<file path="src/rtl/servo_pwm_capture_avalon.sv">
// Avalon-MM PWM capture: measures high time and period of the last complete
// cycle on pwm_in, in clock_clk cycles, with a coherent period shadow for reads.
module servo_pwm_capture_avalon #(
  parameter int CNT_W          = 32,
  parameter int TIMEOUT_CYCLES = 2000000
) (
  input  logic        clock_clk,
  input  logic        reset_low,
  input  logic        cs,
  input  logic        read,
  input  logic        write,
  input  logic [1:0]  address,
  input  logic [31:0] writedata,
  output logic [31:0] readdata,
  input  logic        pwm_in
);

  typedef enum logic [1:0] {IDLE, HIGH, LOW} state_t;

  typedef struct packed {
    logic rd;
    logic wr_sts;
    logic wr_ctrl;
  } bus_req_t;

  localparam logic [CNT_W-1:0] TMO = CNT_W'(TIMEOUT_CYCLES);
  localparam logic [CNT_W-1:0] ONE = CNT_W'(1);

  state_t           state;
  logic [CNT_W-1:0] cnt, hi_lat, high_time, period, period_shadow;
  logic             valid, timeout, overrun, enable;
  logic             pwm_m, pwm_s, pwm_d;
  logic             rise, fall, halt;
  bus_req_t         req;

  always_ff @(posedge clock_clk or negedge reset_low) begin
    if (!reset_low) begin
      pwm_m <= 1'b0;
      pwm_s <= 1'b0;
      pwm_d <= 1'b0;
    end else begin
      pwm_m <= pwm_in;
      pwm_s <= pwm_m;
      pwm_d <= pwm_s;
    end
  end

  assign rise = pwm_s & ~pwm_d;
  assign fall = ~pwm_s & pwm_d;

  assign req.rd      = cs & read;
  assign req.wr_sts  = cs & write & (address == 2'd2);
  assign req.wr_ctrl = cs & write & (address == 2'd3);

  // A disabling CTRL write takes priority over an edge seen in the same cycle.
  assign halt = ~enable | (req.wr_ctrl & ~writedata[0]);

  always_ff @(posedge clock_clk or negedge reset_low) begin
    if (!reset_low) begin
      state     <= IDLE;
      cnt       <= '0;
      hi_lat    <= '0;
      high_time <= '0;
      period    <= '0;
      valid     <= 1'b0;
      timeout   <= 1'b0;
      overrun   <= 1'b0;
    end else begin
      if (req.wr_sts) begin
        if (writedata[0]) valid   <= 1'b0;
        if (writedata[1]) timeout <= 1'b0;
        if (writedata[3]) overrun <= 1'b0;
      end
      // Flag sets below come later in the block so they beat a same-cycle clear.
      if (halt) begin
        state <= IDLE;
        cnt   <= '0;
      end else begin
        case (state)
          IDLE: if (rise) begin
            cnt   <= ONE;
            state <= HIGH;
          end
          HIGH: if (cnt == TMO) begin
            timeout <= 1'b1;
            cnt     <= '0;
            state   <= IDLE;
          end else begin
            cnt <= cnt + ONE;
            if (fall) begin
              hi_lat <= cnt;
              state  <= LOW;
            end
          end
          LOW: if (cnt == TMO) begin
            timeout <= 1'b1;
            cnt     <= '0;
            state   <= IDLE;
          end else if (rise) begin
            period    <= cnt;
            high_time <= hi_lat;
            cnt       <= ONE;
            state     <= HIGH;
            valid     <= 1'b1;
            if (valid) overrun <= 1'b1;
          end else begin
            cnt <= cnt + ONE;
          end
          default: begin
            state <= IDLE;
            cnt   <= '0;
          end
        endcase
      end
    end
  end

  always_ff @(posedge clock_clk or negedge reset_low) begin
    if (!reset_low) begin
      readdata      <= '0;
      period_shadow <= '0;
      enable        <= 1'b1;
    end else begin
      if (req.wr_ctrl) enable <= writedata[0];
      if (req.rd) begin
        case (address)
          2'd0: begin
            readdata      <= 32'(high_time);
            period_shadow <= period;
          end
          2'd1:    readdata <= 32'(period_shadow);
          2'd2:    readdata <= {28'b0, overrun, pwm_s, timeout, valid};
          default: readdata <= {31'b0, enable};
        endcase
      end
    end
  end

  logic unused_wd;
  assign unused_wd = ^{writedata[31:4], writedata[2]};

endmodule

</file>
<file path="config.mk">
export PLATFORM = sky130hd
export DESIGN_NAME = servo_pwm_capture_avalon
export DESIGN_NICKNAME = d
export VERILOG_FILES = /design/src/rtl/servo_pwm_capture_avalon.sv
export SDC_FILE = /design/constraint.sdc
export NUM_CORES = 1
export LEC_CHECK = 0
export CAP_MARGIN = 15
export CORE_ASPECT_RATIO = 0.8
export CORE_MARGIN = 1
export CORE_UTILIZATION = 40
export DETAILED_ROUTE_END_ITERATION = 8
export GPL_TIMING_DRIVEN = 1
export PLACE_DENSITY = 0.58
export SLEW_MARGIN = 10
export SYNTH_ARGS = -nofsm -noshare
export SYNTH_HDL_FRONTEND = slang
export SYNTH_SLANG_ARGS = --single-unit
</file>
<file path="constraint.sdc">
create_clock -name clock_clk -period 1.93 [get_ports clock_clk]
set_input_delay 0.386 -clock clock_clk [delete_from_list [all_inputs] [get_ports clock_clk]]
set_output_delay 0.386 -clock clock_clk [all_outputs]
set_load 0.02 [all_outputs]
</file>
# Yosys cells after proc, flatten, opt, wreduce, memory -nomap -nowiden
# Index checks and enable logic that the tools add are counted.
# W data, S select, Z words.
# word_totals
regBits,201
input_bits,40
wordCells,74
# op_classes
addsub,1
n_eq_ne,8
mux,31
bitwise,14
reduce_logical,6
# op_table
op,count
$pmux W32 S3,2
$mux W32,5
$add A32 B1 Y32 const B,1
$eq A32 B21 Y1 const B,1
$mux W1,18
$mux W2,5
$reduce_and A4 Y1,2
$and A1 B1 Y1,7
$eq A2 B2 Y1 const B,3
$not A1 Y1,6
$pmux W2 S3,1
$eq A2 B1 Y1 const B,2
$logic_not A2 Y1,2
$ne A4 B4 Y1 const B,1
$ne A3 B3 Y1 const B,1
$reduce_and A2 Y1,1
$reduce_or A2 Y1,1
$or A1 B1 Y1,1

# Logic depth before layout (Yosys ltp)
# logic_depth
depth_word,8
ltp_mapped,9
mapped_depth_nobuf,7

# Least setup slack after synthesis
# OpenSTA, ideal clock, no wires.
# synth_timing
path_kind,reg2reg
start,reg cnt[0]
end,reg hi_lat[10]
t_arrival_ns,1.977
setup_slack_ns,-0.174
path_stages_with_launch,9
path_buffers,1
cell_sequence,dfrtp_1 > inv_1 > ha_1 > nor4b_1 > nand4_1 > nor2_4 > nor4b_4 > buf_2 > mux2_1
# synth_between
elab_chain_len,3
# synth_lines
element,line,text
"start, declared",30,"logic [CNT_W-1:0] cnt, hi_lat, high_time, period, period_shadow;"
"start signal, assigned",89,cnt <= cnt + ONE;
"start signal, assigned",107,cnt <= cnt + ONE;
$eq A32 B21 Y1,84,HIGH: if (cnt == TMO) begin
$not A1 Y1 (no line),--,
$reduce_and A4 Y1 (no line),--,
"end signal, assigned",91,hi_lat <= cnt;
"end, declared",30,
# No other way between the ends.
# A chain may end at the register's enable or synchronous reset.

# Worst setup path in the final report
# layout_timing
start,reg enable
end,reg cnt[5]
# layout_between
elab_chain_len,3
elab_cells_between_ends,4
cone_classes,1 x eq/ne; 1 x mux; 2 x bitwise
# layout_lines
element,line,text
"start, declared",31,"logic valid, timeout, overrun, enable;"
"start signal, assigned",124,if (req.wr_ctrl) enable <= writedata[0];
$not A1 Y1 *,56,assign halt = ~enable | (req.wr_ctrl & ~writedata[0]);
$or A1 B1 Y1 *,56,
$ne A3 B3 Y1 (no line) / $mux W32 (equally long branches),--,
# Every way passes the cells marked *; elsewhere a longest branch is shown, timed or not.

==> summary.md <==
| Metric | Value |
|---|---|
| Syn. warnings | 0 |
| First-pass GRT wire length | 31,900 um |
| Synthesis-to-finish area growth | 28.7% |
| H-Tree Depth | 1 |
| Share of layout cells above drive strength 1 | 31.7% |
| Routed wire length | 19,600 um |
| Worst Setup Start Kind | register |
| Detailed-route via count | 5,566 |
| DR pass1 iterations | 6 |
| Reg-to-reg startpoint | enable$_DFFE_PN1P_ |
| Die H | 134 um |
| Leak | 5.28 nW |
| Setup Viol. Count Final | 114 |
| Largest net degree at the start of global routing | 55 |
| Worst slew pin tran | 0.456 ns |
| Clk slew on worst S/H paths | 0.06 ns |
| Antenna Nets Post-Route | 0 |
| Starting density of the core | 40.7% |
| Placed cell area | 10,100 um^2 |
| Port Buffer Count | 42 |
| Fin nets | 837 |
| Post-synthesis cell area | 8770 um^2 |
| Syn Area/Cell | 13.2 um^2 |
| Tcrit/Tclk final | 107% |
| Post-synth EDFFs | 0 |
| Post-synthesis cell type count | 53 |
| Initial antenna violation count | 1 |
| Finished Cell Area | 11,300 um^2 |
| Worst Path Arrival | 2.50 ns |
| Reg2reg setup slack | -0.14 ns |
| Post-Synthesis Cells | 663 |
| Max-cap viol count | 0 |
| Worst setup EP type | register |
| Cells on worst reg2reg path | 9 |
| Fin. Hold Viols | 0 |
| Predominant post-synthesis flop cell | dfrtp_1 |
| Initial DRC count | 299 |
| Peak supply drop | 0.510 mV |
| Number of synthesized register bits | 201 |
| Hold WC Path Type | input port to register |
| Total grt overflow | 0 |
| Worst Hold Endpoint | pwm_m$_DFF_PN0_ |
| Crit path max fanout | 7 |
| Pwr Density | 872 nW/um^2 |
| Clock Latency Late Sink | 0.49 ns |
| Fin worst setup slack | -0.136 ns |
| Reg-to-Reg End | cnt[5]$_DFFE_PN0P_ |
| Die X-Extent | 168 um |
| Antenna cells | 0 |
| Mean routed wirelength per cell | 18.2 um |
| Clock skew | 0.0160 ns |
| Placer congestion estimate | 0.831 |
| Fmax | 484 MHz |
| Root Driver | clkbuf_16 |
| Min Clock Period, post-route | 2.07 ns |
| Register area share after synthesis | 57.4% |
| Hold wc startpoint | pwm_in |
| Normalized max-slew margin | 69.6% |
| Avg Vias per Cell | 5.17 |
| GRT Overall Usage | 17.8% |
| Dpl cells | 1,015 |
| DR DRC count | 1 |
| Ys async rst share | 100% |
| Hold depth | 1 |
| WP data required | 2.36 ns |
| Dominant cell type by area after synthesis | dfrtp_1 |
| FP Rows | 48 |
| RSZ-0062 raised after global routing | true |
| Synth Net Count | 709 |
| Vias in the first global route | 5,885 |
| CTS Buf Count | 21 |
| Die ar. | 22,500 um^2 |
| Crit path kind | register to register |
| Status | complete, but fails checks |
| CTS max path bufs | 3 |
| Yosys top cell area share | 57.1% |
| Failing checks | design-rule violations, negative setup slack |
| CTS tree | done |
| Core Area | 21,600 um^2 |
| IO Pins | 72 |
| TritonCTS Sinks | 201 |
| Post-route insts no fill | 1,077 |
| DP Wirelength | 12,300 um |
| Synth top area cells | dfrtp_1, mux2_1, mux2_4 |
| Slew Limit Fails | 0 |
report_power, final:
group / switching, mW / internal, mW / leakage [nW] / total [mW]
logic: 0.863 / 0.893 / 2.20 / 1.76
clock network: 1.57 / 2.11 / 0.297 / 3.68
registers: 0.0739 / 4.33 / 2.79 / 4.40
placed cells by master (no fill, tap or decap), types with 3 or more instances in the layout:
cell	Yosys	final
nand2_1	47	47
nand4_1	13	13
nor4_2	1	3
mux2_1	83	44
nor2_2	0	3
mux2_2	8	8
xor2_1	14	14
clkdlybuf4s50_1	0	40
mux2_4	38	77
clkbuf_8	0	4
dfrtp_1	200	199
inv_2	0	6
nor2_4	1	7
nor4b_1	6	3
o21ai_1	22	24
nor3_1	7	6
a21oi_1	7	7
nor4b_4	1	3
ha_1	6	4
clkbuf_16	0	23
a21o_1	5	5
xnor2_1	12	11
and4_1	9	9
and3_1	8	8
buf_12	0	12
buf_6	7	7
buf_4	0	77
nor2_1	34	25
nor4_1	6	3
clkbuf_1	18	7
o21ai_0	16	14
mux2i_1	31	31
nand3_1	9	9
final cells by class:
type / instances / area, um^2
clock buffer: 31 / 593
clock inverter: 3 / 17.5
fill: 1796 / 10300
inverter: 7 / 30.0
multi-input combinational: 415 / 3810
sequential: 201 / 5030
tap: 275 / 344
timing repair buffer: 145 / 1460
kinds of logic after synthesis:
kind of cell               after synthesis  synth area share [%]
AOI/OAI and AO/OA                       64                  4.71
xor gates and xnor gates                26                  2.60
adders and majority gates                6                 0.856
buffers and inverters                   47                  2.78
DFF                                    201                  57.4
muxes                                  161                  22.0
and+or+nand+nor                        158                  9.70
cells in the mapped netlist, types with 8 or more instances:
library cell,instances
nand3_1,9
xnor2_1,12
dfrtp_1,200
nor2_1,34
mux2i_1,31
mux2_2,8
nand2_1,47
buf_2,12
o21ai_0,16
and4_1,9
xor2_1,14
mux2_4,38
and3_1,8
clkbuf_1,18
o21ai_1,22
mux2_1,83
nand4_1,13
repair_timing:
| item | 4_1_cts | 5_1_grt |
|---|---|---|
| setup buffers | 11 | 16 |
| hold buffers | 1 | 0 |
| cloned | 2 | 1 |
| setup endpoints to repair | 131 | 129 |
| resized for setup | 33 | 42 |
| hold endpoints to repair | 46 | 0 |
| pin swaps | 15 | 13 |
flip-flops by register name (all words and copies together) (netlist names):
signal / flops
cnt: 32
enable: 1
hi_lat: 32
high_time: 32
overrun: 1
period: 32
period_shadow: 32
pwm_d: 1
pwm_m: 1
pwm_s: 1
readdata: 32
state: 2
timeout: 1
valid: 1
critical path, stage by stage, from the launching register on:
cell and delay (ns):
dfstp_2 0.54, buf_6 0.11, clkinvlp_4 0.13, a211oi_4 0.28
o211ai_2 0.15, buf_4 0.15, buf_4 0.12, buf_6 0.12
nor4b_1 0.27, a21o_1 0.14
how the worst max path moves through the flow:
stage / slack (ns) / startpoint / end / depth (start not counted)
2_1_floorplan: -0.12 / cnt[0]$_DFFE_PN0P_ / hi_lat[12]$_DFFE_PN0P_ / 8
3_3_place_gp: -0.39 / address[1] / hi_lat[10]$_DFFE_PN0P_ / 7
3_5_place_dp: -0.41 / address[1] / hi_lat[5]$_DFFE_PN0P_ / 7
4_1_cts: -0.13 / cnt[1]$_DFFE_PN0P_ / hi_lat[7]$_DFFE_PN0P_ / 10
5_1_grt: -0.22 / cnt[0]$_DFFE_PN0P_ / cnt[5]$_DFFE_PN0P_ / 12
6_report: -0.14 / enable$_DFFE_PN1P_ / cnt[5]$_DFFE_PN0P_ / 9
stage by stage:
step | hold slack, ns | power [mW] | util, % | setup TNS (ns) | setup slack (ns)
final | 0.339 | 9.84 | 52.4 | -6.68 | -0.136
after global routing | 0.348 | 10.3 | 52.4 | -18.58 | -0.222
after CTS | 0.327 | 9.76 | 51.1 | -9.10 | -0.134
after detailed placement | 0.344 | 5.65 | 46.9 | -46.44 | -0.410
after global placement | 0.334 | 5.63 | 46.9 | -43.45 | -0.392
after floorplan | 0.0904 | 5.13 | - | -7.98 | -0.119
routing by layer:
layer	GRT usage [%]	vias up	routed length (um)
met1	25.7	2823	9750
met5	0	-	0
met2	28.1	97	8740
li1	-	2613	-
met4	4.43	0	438
met3	2.71	33	630
No activity file was read; power rests on OpenSTA's default activity.
